[src/rtl/haar_pkg.sv]
`default_nettype none
// ---------------------------------------------------------------------------
// haar_pkg : shared types and width helpers for the Haar cascade blocks
// Revision : 1.0
// ---------------------------------------------------------------------------
package haar_pkg;

    typedef enum logic [2:0] {
        ST_IDLE      = 3'd0,
        ST_STAGE_RD  = 3'd1,
        ST_STAGE_LAT = 3'd2,
        ST_ISSUE     = 3'd3,
        ST_DRAIN     = 3'd4,
        ST_EVAL      = 3'd5,
        ST_DONE      = 3'd6
    } state_t;

    // The accumulator must hold 2**ADDR_WIDTH worst-case haar values.
    function automatic int unsigned acc_width(input int unsigned dw, input int unsigned aw);
        return dw + aw;
    endfunction

endpackage
`default_nettype wire

[src/rtl/haar_stage_controller_if.sv]
`default_nettype none
// ---------------------------------------------------------------------------
// haar_stage_controller_if : scanner handshake plus stage/feature ROM bus
// Revision : 1.0
// ---------------------------------------------------------------------------
interface haar_stage_controller_if
    import haar_pkg::*;
#(
    parameter int DATA_WIDTH = 8,
    parameter int ADDR_WIDTH = 8,
    parameter int STAGE_AW   = 4,
    parameter int ACC_WIDTH  = acc_width(DATA_WIDTH, ADDR_WIDTH)
);
    logic                  i_start;
    logic                  o_busy;
    logic                  o_done;
    logic                  o_face;
    logic [STAGE_AW-1:0]   o_fail_stage;
    logic [STAGE_AW-1:0]   o_stage_addr;
    logic [ADDR_WIDTH-1:0] i_stage_nfeat;
    logic [ACC_WIDTH-1:0]  i_stage_thr;
    logic [ADDR_WIDTH-1:0] o_feat_addr;
    logic                  o_feat_issue;
    logic [DATA_WIDTH-1:0] i_haarvalue;

    modport master (
        input  i_start, i_stage_nfeat, i_stage_thr, i_haarvalue,
        output o_busy, o_done, o_face, o_fail_stage, o_stage_addr,
               o_feat_addr, o_feat_issue
    );

    modport slave (
        output i_start, i_stage_nfeat, i_stage_thr, i_haarvalue,
        input  o_busy, o_done, o_face, o_fail_stage, o_stage_addr,
               o_feat_addr, o_feat_issue
    );
endinterface
`default_nettype wire

[src/rtl/haar_valid_delay.sv]
`default_nettype none
// ---------------------------------------------------------------------------
// haar_valid_delay : FEAT_LAT-deep valid shift register with drain flag
// Revision : 1.0
// ---------------------------------------------------------------------------
module haar_valid_delay #(
    parameter int FEAT_LAT = 5
) (
    input  wire logic clk,
    input  wire logic clear_n,
    input  wire logic in_valid,
    output logic      out_valid,
    output logic      pending
);
    logic [FEAT_LAT-1:0] r_sr;

    generate
        if (FEAT_LAT == 1) begin : g_single
            always_ff @(posedge clk) begin
                if (!clear_n) r_sr <= '0;
                else          r_sr <= in_valid;
            end
        end else begin : g_chain
            always_ff @(posedge clk) begin
                if (!clear_n) r_sr <= '0;
                else          r_sr <= {r_sr[FEAT_LAT-2:0], in_valid};
            end
        end
    endgenerate

    assign out_valid = r_sr[FEAT_LAT-1];
    // Excludes the emitting tap so the drain can end on the last accumulation edge.
    assign pending   = |(r_sr << 1);
endmodule
`default_nettype wire

[src/rtl/haar_stage_controller.sv]
`default_nettype none
// ---------------------------------------------------------------------------
// haar_stage_controller : runs one window through the Haar stage cascade
// Revision : 1.0
// ---------------------------------------------------------------------------
module haar_stage_controller
    import haar_pkg::*;
#(
    parameter int DATA_WIDTH = 8,
    parameter int ADDR_WIDTH = 8,
    parameter int STAGE_AW   = 4,
    parameter int NUM_STAGES = 10,
    parameter int FEAT_LAT   = 5,
    parameter int ACC_WIDTH  = acc_width(DATA_WIDTH, ADDR_WIDTH)
) (
    input  wire logic clk,
    input  wire logic reset_n,
    haar_stage_controller_if.master bus
);
    localparam logic [STAGE_AW-1:0] c_last_stage = STAGE_AW'(NUM_STAGES - 1);

    state_t                       r_state;
    logic [STAGE_AW-1:0]          r_stage;
    logic [ADDR_WIDTH-1:0]        r_feat_addr;
    logic [ADDR_WIDTH-1:0]        r_cnt;
    logic signed [ACC_WIDTH-1:0]  r_thr;
    logic signed [ACC_WIDTH-1:0]  r_acc;
    logic                         r_busy;
    logic                         r_done;
    logic                         r_face;
    logic [STAGE_AW-1:0]          r_fail_stage;
    logic                         r_issue;

    logic                         w_valid;
    logic                         w_pending;
    logic                         w_pass;
    logic signed [ACC_WIDTH-1:0]  w_haar_ext;

    haar_valid_delay #(.FEAT_LAT(FEAT_LAT)) u_valid_delay (
        .clk       (clk),
        .clear_n   (reset_n),
        .in_valid  (r_issue),
        .out_valid (w_valid),
        .pending   (w_pending)
    );

    assign w_haar_ext = {{(ACC_WIDTH-DATA_WIDTH){bus.i_haarvalue[DATA_WIDTH-1]}}, bus.i_haarvalue};
    assign w_pass     = (r_acc >= r_thr);

    always_ff @(posedge clk) begin
        if (!reset_n) begin
            r_state      <= ST_IDLE;
            r_stage      <= '0;
            r_feat_addr  <= '0;
            r_cnt        <= '0;
            r_thr        <= '0;
            r_acc        <= '0;
            r_busy       <= 1'b0;
            r_done       <= 1'b0;
            r_face       <= 1'b0;
            r_fail_stage <= '0;
            r_issue      <= 1'b0;
        end else begin
            if (w_valid) r_acc <= r_acc + w_haar_ext;
            r_done <= 1'b0;
            case (r_state)
                ST_IDLE: begin
                    if (bus.i_start) begin
                        r_acc        <= '0;
                        r_stage      <= '0;
                        r_feat_addr  <= '0;
                        r_busy       <= 1'b1;
                        r_face       <= 1'b0;
                        r_fail_stage <= '0;
                        r_state      <= ST_STAGE_RD;
                    end
                end
                ST_STAGE_RD: r_state <= ST_STAGE_LAT;
                ST_STAGE_LAT: begin
                    r_thr <= bus.i_stage_thr;
                    r_cnt <= bus.i_stage_nfeat;
                    r_acc <= '0;
                    if (bus.i_stage_nfeat == '0) begin
                        r_state <= ST_EVAL;
                    end else begin
                        r_issue <= 1'b1;
                        r_state <= ST_ISSUE;
                    end
                end
                ST_ISSUE: begin
                    // Feature address is never rewound between stages.
                    r_feat_addr <= r_feat_addr + ADDR_WIDTH'(1);
                    r_cnt       <= r_cnt - ADDR_WIDTH'(1);
                    if (r_cnt == ADDR_WIDTH'(1)) begin
                        r_issue <= 1'b0;
                        r_state <= ST_DRAIN;
                    end
                end
                ST_DRAIN: begin
                    if (!w_pending) r_state <= ST_EVAL;
                end
                ST_EVAL: begin
                    if (w_pass && (r_stage != c_last_stage)) begin
                        r_stage <= r_stage + STAGE_AW'(1);
                        r_state <= ST_STAGE_RD;
                    end else begin
                        r_face       <= w_pass;
                        r_fail_stage <= r_stage;
                        r_done       <= 1'b1;
                        r_busy       <= 1'b0;
                        r_state      <= ST_DONE;
                    end
                end
                ST_DONE: r_state <= ST_IDLE;
                default: r_state <= ST_IDLE;
            endcase
        end
    end

    assign bus.o_busy       = r_busy;
    assign bus.o_done       = r_done;
    assign bus.o_face       = r_face;
    assign bus.o_fail_stage = r_fail_stage;
    assign bus.o_stage_addr = r_stage;
    assign bus.o_feat_addr  = r_feat_addr;
    assign bus.o_feat_issue = r_issue;
endmodule
`default_nettype wire

[src/flat_wrapper.sv]
// flat-port wrapper written by rule: the top's interface ports become plain ports
module haar_stage_controller_flat import haar_pkg::*;
#(
    parameter int DATA_WIDTH = 8,
    parameter int ADDR_WIDTH = 8,
    parameter int STAGE_AW   = 4,
    parameter int NUM_STAGES = 10,
    parameter int FEAT_LAT   = 5,
    parameter int ACC_WIDTH  = acc_width(DATA_WIDTH, ADDR_WIDTH)
)
  (clk, reset_n, bus_i_start, bus_i_stage_nfeat, bus_i_stage_thr, bus_i_haarvalue, bus_o_busy, bus_o_done, bus_o_face, bus_o_fail_stage, bus_o_stage_addr, bus_o_feat_addr, bus_o_feat_issue);
  haar_stage_controller_if #(.DATA_WIDTH(DATA_WIDTH), .ADDR_WIDTH(ADDR_WIDTH), .STAGE_AW(STAGE_AW), .ACC_WIDTH(ACC_WIDTH)) bus_i ();
  input  wire logic clk;
  input  wire logic reset_n;
  input wire logic [$bits(bus_i.i_start)-1:0] bus_i_start;
  input wire logic [$bits(bus_i.i_stage_nfeat)-1:0] bus_i_stage_nfeat;
  input wire logic [$bits(bus_i.i_stage_thr)-1:0] bus_i_stage_thr;
  input wire logic [$bits(bus_i.i_haarvalue)-1:0] bus_i_haarvalue;
  output wire logic [$bits(bus_i.o_busy)-1:0] bus_o_busy;
  output wire logic [$bits(bus_i.o_done)-1:0] bus_o_done;
  output wire logic [$bits(bus_i.o_face)-1:0] bus_o_face;
  output wire logic [$bits(bus_i.o_fail_stage)-1:0] bus_o_fail_stage;
  output wire logic [$bits(bus_i.o_stage_addr)-1:0] bus_o_stage_addr;
  output wire logic [$bits(bus_i.o_feat_addr)-1:0] bus_o_feat_addr;
  output wire logic [$bits(bus_i.o_feat_issue)-1:0] bus_o_feat_issue;
  assign bus_i.i_start = bus_i_start;
  assign bus_i.i_stage_nfeat = bus_i_stage_nfeat;
  assign bus_i.i_stage_thr = bus_i_stage_thr;
  assign bus_i.i_haarvalue = bus_i_haarvalue;
  assign bus_o_busy = bus_i.o_busy;
  assign bus_o_done = bus_i.o_done;
  assign bus_o_face = bus_i.o_face;
  assign bus_o_fail_stage = bus_i.o_fail_stage;
  assign bus_o_stage_addr = bus_i.o_stage_addr;
  assign bus_o_feat_addr = bus_i.o_feat_addr;
  assign bus_o_feat_issue = bus_i.o_feat_issue;
  haar_stage_controller #(.DATA_WIDTH(DATA_WIDTH), .ADDR_WIDTH(ADDR_WIDTH), .STAGE_AW(STAGE_AW), .NUM_STAGES(NUM_STAGES), .FEAT_LAT(FEAT_LAT), .ACC_WIDTH(ACC_WIDTH)) u_core (.clk(clk), .reset_n(reset_n), .bus(bus_i));
endmodule
[config.mk]
export PLATFORM = sky130hd
export DESIGN_NAME = haar_stage_controller_flat
export DESIGN_NICKNAME = d
export VERILOG_FILES = /design/src/rtl/haar_pkg.sv /design/src/rtl/haar_stage_controller_if.sv /design/src/rtl/haar_valid_delay.sv /design/src/rtl/haar_stage_controller.sv /design/src/flat_wrapper.sv
export SDC_FILE = /design/constraint.sdc
export NUM_CORES = 1
export LEC_CHECK = 0
export ABC_AREA = 1
export CAP_MARGIN = 15
export CORE_ASPECT_RATIO = 2
export CORE_UTILIZATION = 50
export CTS_CLUSTER_SIZE = 16
export DETAILED_ROUTE_END_ITERATION = 10
export PLACE_DENSITY = 0.73
export SLEW_MARGIN = 20
export SYNTH_ARGS = -nofsm -noshare
export SYNTH_HDL_FRONTEND = slang
export SYNTH_HIERARCHICAL = 1
export SYNTH_SLANG_ARGS = --single-unit
[constraint.sdc]
create_clock -name clk -period 1.8 [get_ports clk]
set_clock_uncertainty 0.05 [all_clocks]
set_input_delay 0.36 -clock clk [delete_from_list [all_inputs] [get_ports clk]]
set_output_delay 0.36 -clock clk [all_outputs]
set_load 0.02 [all_outputs]
## After elaboration in Yosys (flattened, before gate mapping)

Index checks and enable logic that the tools add are counted.

| word-level totals | value |
|---|---|
| bits in registers | 68 |
| bits of input ports | 35 |
| output and inout bits | 20 |

| operators by class | value |
|---|---|
| $add $sub $neg | 4 |
| order comparisons | 1 |
| equality and inequality tests | 13 |
| muxes and demuxes | 27 |
| reductions and logical operators | 13 |

Operators by type and width:

| cell | count |
|---|---|
| $mux 16 | 2 |
| $pmux 16 s2 | 1 |
| $pmux 8 s2 | 2 |
| $pmux 3 s6 | 1 |
| $add 16x8->16 | 1 |
| $ge 16x16->1 | 1 |
| $pmux 4 s2 | 2 |
| $mux 3 | 5 |
| $mux 4 | 3 |
| $reduce_and 3->1 | 4 |
| $add 8x1->8 const B | 1 |
| $eq 8x1->1 const B | 1 |
| $logic_not 8->1 | 1 |
| $mux 8 | 1 |
| $ne 2x2->1 const B | 4 |
| $sub 8x1->8 const B | 1 |
| $mux 1 | 7 |
| $eq 3x2->1 const B | 2 |
| $eq 3x3->1 const B | 2 |
| $pmux 1 s2 | 3 |
| $reduce_bool 2->1 | 3 |
| $add 4x1->4 const B | 1 |
| $ne 2x1->1 const B | 2 |
| $ne 4x4->1 const B | 1 |
| 5 further kinds | 6 |

## Logic depth before layout (Yosys ltp)

| depth | value |
|---|---|
| depth in word-level cells | 4 |
| gate-level depth with buffers | 19 |

## By module

Netlist, hierarchy kept.

Modules (own cells, without submodules):

| module | instances | cells an instance | area an instance (um^2) |
|---|---|---|---|
| haar_stage_controller | 1 | 551 | 3971.3 |
| haar_valid_delay | 1 | 18 | 148.9 |

## Worst setup path after synthesis

OpenSTA, ideal clock, no wires.

| timing | value |
|---|---|
| kind | in2reg |
| start | in bus_i_haarvalue[0] |
| end | reg u_core.r_acc[10] |
| setup time | 0.116 ns |
| arrival | 1.646 ns |
| required time | 1.634 ns |
| setup slack | -0.012 ns |
| cell stages on the path | 10 |
| cells stage by stage | ha_1 fa_1 a21oi_2 inv_1 nand2_1 nand2_1 a21oi_1 o21ai_0 o211ai_1 inv_1 |

| between the ends | value |
|---|---|
| word-level cells in the longest chain between the ends | 4 |

Ends and longest elaborated chain:

| element | line | RTL |
|---|---|---|
| start, declared | flat_wrapper.sv:18 | `input wire logic [$bits(bus_i.i_haarvalue)-1:0] bus_i_haarvalue;` |
| $add 16x8->16 (*) | haar_stage_controller.sv:64 | `if (w_valid) r_acc <= r_acc + w_haar_ext;` |
| $mux 16 (*) | haar_stage_controller.sv:64 |  |
| $mux 16 | haar_stage_controller.sv:68 | `if (bus.i_start) begin` |
| $pmux 16 s2 (*) | haar_stage_controller.sv:66 | `case (r_state)` |
| end signal, assigned | haar_stage_controller.sv:64 |  |
| end, declared | haar_stage_controller.sv:27 | `logic signed [ACC_WIDTH-1:0] r_acc;` |

Mark *: on every way between the ends. The rest lies on a longest branch, timed or not.
A chain may end at the register's enable or synchronous reset.

## Final worst setup path

| timing | value |
|---|---|
| start | reg u_core.r_thr[14] |
| end | reg u_core.r_stage[0] (netlist: u_core/bus.o_stage_addr[0]) |

| between the ends | value |
|---|---|
| word-level cells in the longest chain between the ends | 4 |

Ends and longest elaborated chain:

| element | line | RTL |
|---|---|---|
| start, declared | haar_stage_controller.sv:26 | `logic signed [ACC_WIDTH-1:0] r_thr;` |
| start signal, assigned | haar_stage_controller.sv:80 | `r_thr <= bus.i_stage_thr;` |
| $ge 16x16->1 | haar_stage_controller.sv:48 | `assign w_pass = (r_acc >= r_thr);` |
| $logic_and 1x1->1 | haar_stage_controller.sv:103 | `if (w_pass && (r_stage != c_last_stage)) begin` |
| $ne 2x1->1 (no source line) | n/a |  |
| $reduce_and 3->1 (no source line) | n/a |  |
| end signal, assigned | haar_stage_controller.sv:104 | `r_stage <= r_stage + STAGE_AW'(1);` |
| end, declared | haar_stage_controller.sv:23 | `logic [STAGE_AW-1:0] r_stage;` |

No other way between the ends.

==> metrics.txt <==
main combinational cell family by area after synthesis simple AND/OR/NAND/NOR gates; Cell Pwr Density about 1200 mW/mm^2; height of the die about 130 um; maximum VDD drop 0.9794 mV; Slowest Stage Delay on Critical Path 0.33 ns; status finished with violations; Die Area 0.008630 sq mm; CP required 1.97 ns; Area Overhead vs Synth 52.96%; Post-synth EDFFs 0; CORE AREA 0.007943 sq mm; HP Class flop to flop; mux cell area share after synthesis 0; Hold-fix buffers, CTS 0; Synth Area in XOR/XNOR 0.01275; Hold Path Cell Cnt 2; Antenna Violating Nets Remaining 0; crit-path cells inv_1 -> ha_1 -> nand2_2 -> nor3_4 -> nand3_1 -> nand3_4 -> buf_4 -> nand3_4 -> o21bai_1 -> a21oi_1; met3 usage 0.05816; DP HPWL about 8500 um; boundary pin count 55; RR Startpoint u_core/r_thr[14]$_SDFFE_PN0P_; setup_tns -3.619 ns; Slew @ Worst Pin 0.4660 ns; critical path class flop to flop; routing usage on met1 0.2522; Yosys warnings 6; fin nets approximately 780; register area share after synthesis 0.3304; synthesized area 0.004120 sq mm; Post-Synthesis Net Count around 640; CP most frequent cell nand3_4; r2r endpoint u_core/bus.o_stage_addr[0]$_SDFFE_PN0P_; routed length per instance 16.84 um; largest cells by area after synthesis dfxtp_1 33%, ha_1 11%, nand2_1 9.2%; Fmax roughly 480 MHz; largest net degree at the start of global routing 26; post-synthesis compound-gate area fraction 0.1877; starting DRC count in detailed routing between 200 and 250; RePlAce Congestion 0.8927; final setup margin -0.2681 ns; top-area cell type share of the netlist area 0.3304; setup slack, reg-to-reg -0.27 ns; first-pass GRT wire length roughly 19000 um; crit path DAT 2.24 ns; post-synthesis register bit count 68; clk sinks 68; hold endpoint u_core/u_valid_delay/r_sr[1]$_SDFF_PN0_; Residual DRC 0; GRT Residual Overflow 0; vias per cell ~5.7; via count 4564; failing checks negative setup slack; HP Start u_core/u_valid_delay/r_sr[0]$_SDFF_PN0_; Cell Rows 46; ys flop type dfxtp_1; GRT Total Usage 0.2902; GR peak layer met2; H-tree depth 3; Root Buffer clkbuf_16; LEAKAGE 2.778 nW; initial antenna violation count 0; IO buf count 54; Max Buffers Root-to-Sink 2; synthesized instance count 569; Pre-antenna DRT Iters 5; Yosys cell types 51; final setup vio count 23; max_slew headroom 0.6883; CTS tree yes; RSZ-0062 raised after global routing yes; diode count 0; Total Wirelength 13580 um; fillers about 520; Simple-Gate Fraction of Synth Area 0.2660; Adder-Cell Fraction of Synth Area 0.1142; post-synth top area cell dfxtp_1; total power 7.433 mW; dpl ws -0.6804 ns; syn_area_per_cell 7.241 sq um; count of final max-slew check failures 0; Initial Utilization 0.5187; critical path startpoint category flop; DIE WIDTH 66.19 um; Max-Cap Viols 0; depth of the worst register-to-register path 10; vias in the first global route 4383; Clock transition at path regs 0.06 ns; Critical Path End Type flop; ys async rst share 0; share of layout cells above drive strength 1 0.3535; Fin. Hold Viols 0; post-layout min period 2.068 ns; CP max-delay cell dfxtp_1; clk_lat worst skew 0.34 ns; total CTS buffers 9; Crit Path Max Fanout 7; Global Route met2 Usage 0.5786; crit share post-route 1.149
==> cell usage in the layout, fill, tap and decap left out, types with 13 or more instances in the layout <==
cell type        count
a21oi_1             42
a21oi_2             16
buf_4               71
buf_6               13
clkdlybuf4s50_1     41
dfxtp_1             52
ha_1                14
ha_4                20
inv_1               58
inv_2               19
nand2_1             82
nand2_2             20
nand3_1             23
nor2_1              52
o21ai_0             34
==> critical path, delay by kind of cell (launching register included) <==
kind | cells | cell delay [ns]
simple gates | 5 | 0.78
buf+inv | 2 | 0.19
fa+ha+maj | 1 | 0.30
flops | 1 | 0.33
compound gates | 2 | 0.30
==> cell families (layout without fill, tap and decap cells) <==
group | after synthesis | after routing
adder cells (fa/ha/maj) | 37 | 37
AND/OR/NAND/NOR | 234 | 234
buffers and inverters | 92 | 233
AO/OA/AOI/OAI | 132 | 132
XOR/XNOR | 6 | 6
flip-flops | 68 | 68
==> metal layers <==
metal,vias up,wire length [um]
met5,-,0
met4,0,678
met3,59,557
met2,165,7758
met1,2176,4582
li1,2164,-
==> synth_stat cells (4+ instances only) <==
| cell type | n |
|---|---|
| a21o_1 | 4 |
| a21oi_1 | 58 |
| clkbuf_1 | 8 |
| dfxtp_1 | 68 |
| ha_1 | 36 |
| inv_1 | 69 |
| inv_2 | 8 |
| nand2_1 | 101 |
| nand2_2 | 9 |
| nand3_1 | 32 |
| nand3_2 | 5 |
| nor2_1 | 61 |
| nor3_1 | 7 |
| o21ai_0 | 40 |
| o21ai_1 | 5 |
==> power by group <==
| part | leakage (nW) | switching (mW) | internal [mW] |
|---|---|---|---|
| Sequential | 0.561 | 0.201 | 1.78 |
| Clock | 0.136 | 0.655 | 1.01 |
| Combinational | 2.08 | 2.21 | 1.58 |
| Total | 2.78 | 3.06 | 4.37 |
==> how the worst max path moves through the flow <==
| stage | start | end | slack (ns) | cells after the start |
|---|---|---|---|---|
| final | u_core/r_thr[14]$_SDFFE_PN0P_ | u_core/bus.o_stage_addr[0]$_SDFFE_PN0P_ | -0.27 | 10 |
| after global routing | u_core/r_thr[14]$_SDFFE_PN0P_ | u_core/r_state[2]$_SDFFE_PN0P_ | -0.32 | 13 |
| after CTS | u_core/r_thr[11]$_SDFFE_PN0P_ | u_core/r_state[1]$_SDFFE_PN0P_ | -0.22 | 14 |
| after detailed placement | bus_i_haarvalue[7] | u_core/r_acc[15]$_SDFF_PN0_ | -0.68 | 11 |
| after global placement | bus_i_haarvalue[7] | u_core/r_acc[12]$_SDFF_PN0_ | -0.63 | 11 |
| after floorplan | bus_i_haarvalue[7] | u_core/r_acc[15]$_SDFF_PN0_ | 0.02 | 10 |
==> flip-flops by register name (all words and copies together), names as in the netlist <==
name,cells
u_core/r_thr,16
u_core/bus.o_fail_stage,4
u_core/bus.o_face,1
u_core/bus.o_stage_addr,4
u_core/bus.o_feat_issue,1
u_core/r_cnt,8
u_core/r_state,3
u_core/bus.o_busy,1
u_core/u_valid_delay/r_sr,5
u_core/bus.o_done,1
u_core/r_acc,16
u_core/bus.o_feat_addr,8
==> final cells by class <==
class	count	area (sq um)	area share
Clock buffer	13	260.3	0.04129
Clock inverter	3	21.27	0.003375
Inverter	78	295.3	0.04685
Multi-Input combinational cell	409	2977	0.4723
Sequential cell	68	1394	0.2212
Tap cell	96	120.1	0.01906
Timing Repair Buffer	139	1235	0.1959
==> repair_timing <==
action	in CTS	in global routing
pin swaps	38	54
setup endpoints to repair	26	27
resized for setup	65	103
buffers inserted	12	8
==> metrics by stage <==
stage,instances,area [sq um],utilization,hold WS [ns]
6_report,806,6302,0.7935,0.3850
5_1_grt,806,6302,0.7935,0.3987
4_1_cts,799,5828,0.7338,0.3851
3_5_place_dp,771,5220,0.6572,0.3765
3_3_place_gp,771,5220,0.6572,0.3657
2_1_floorplan,569,4123,-,0.3571
(Power assumes the default switching activity.)
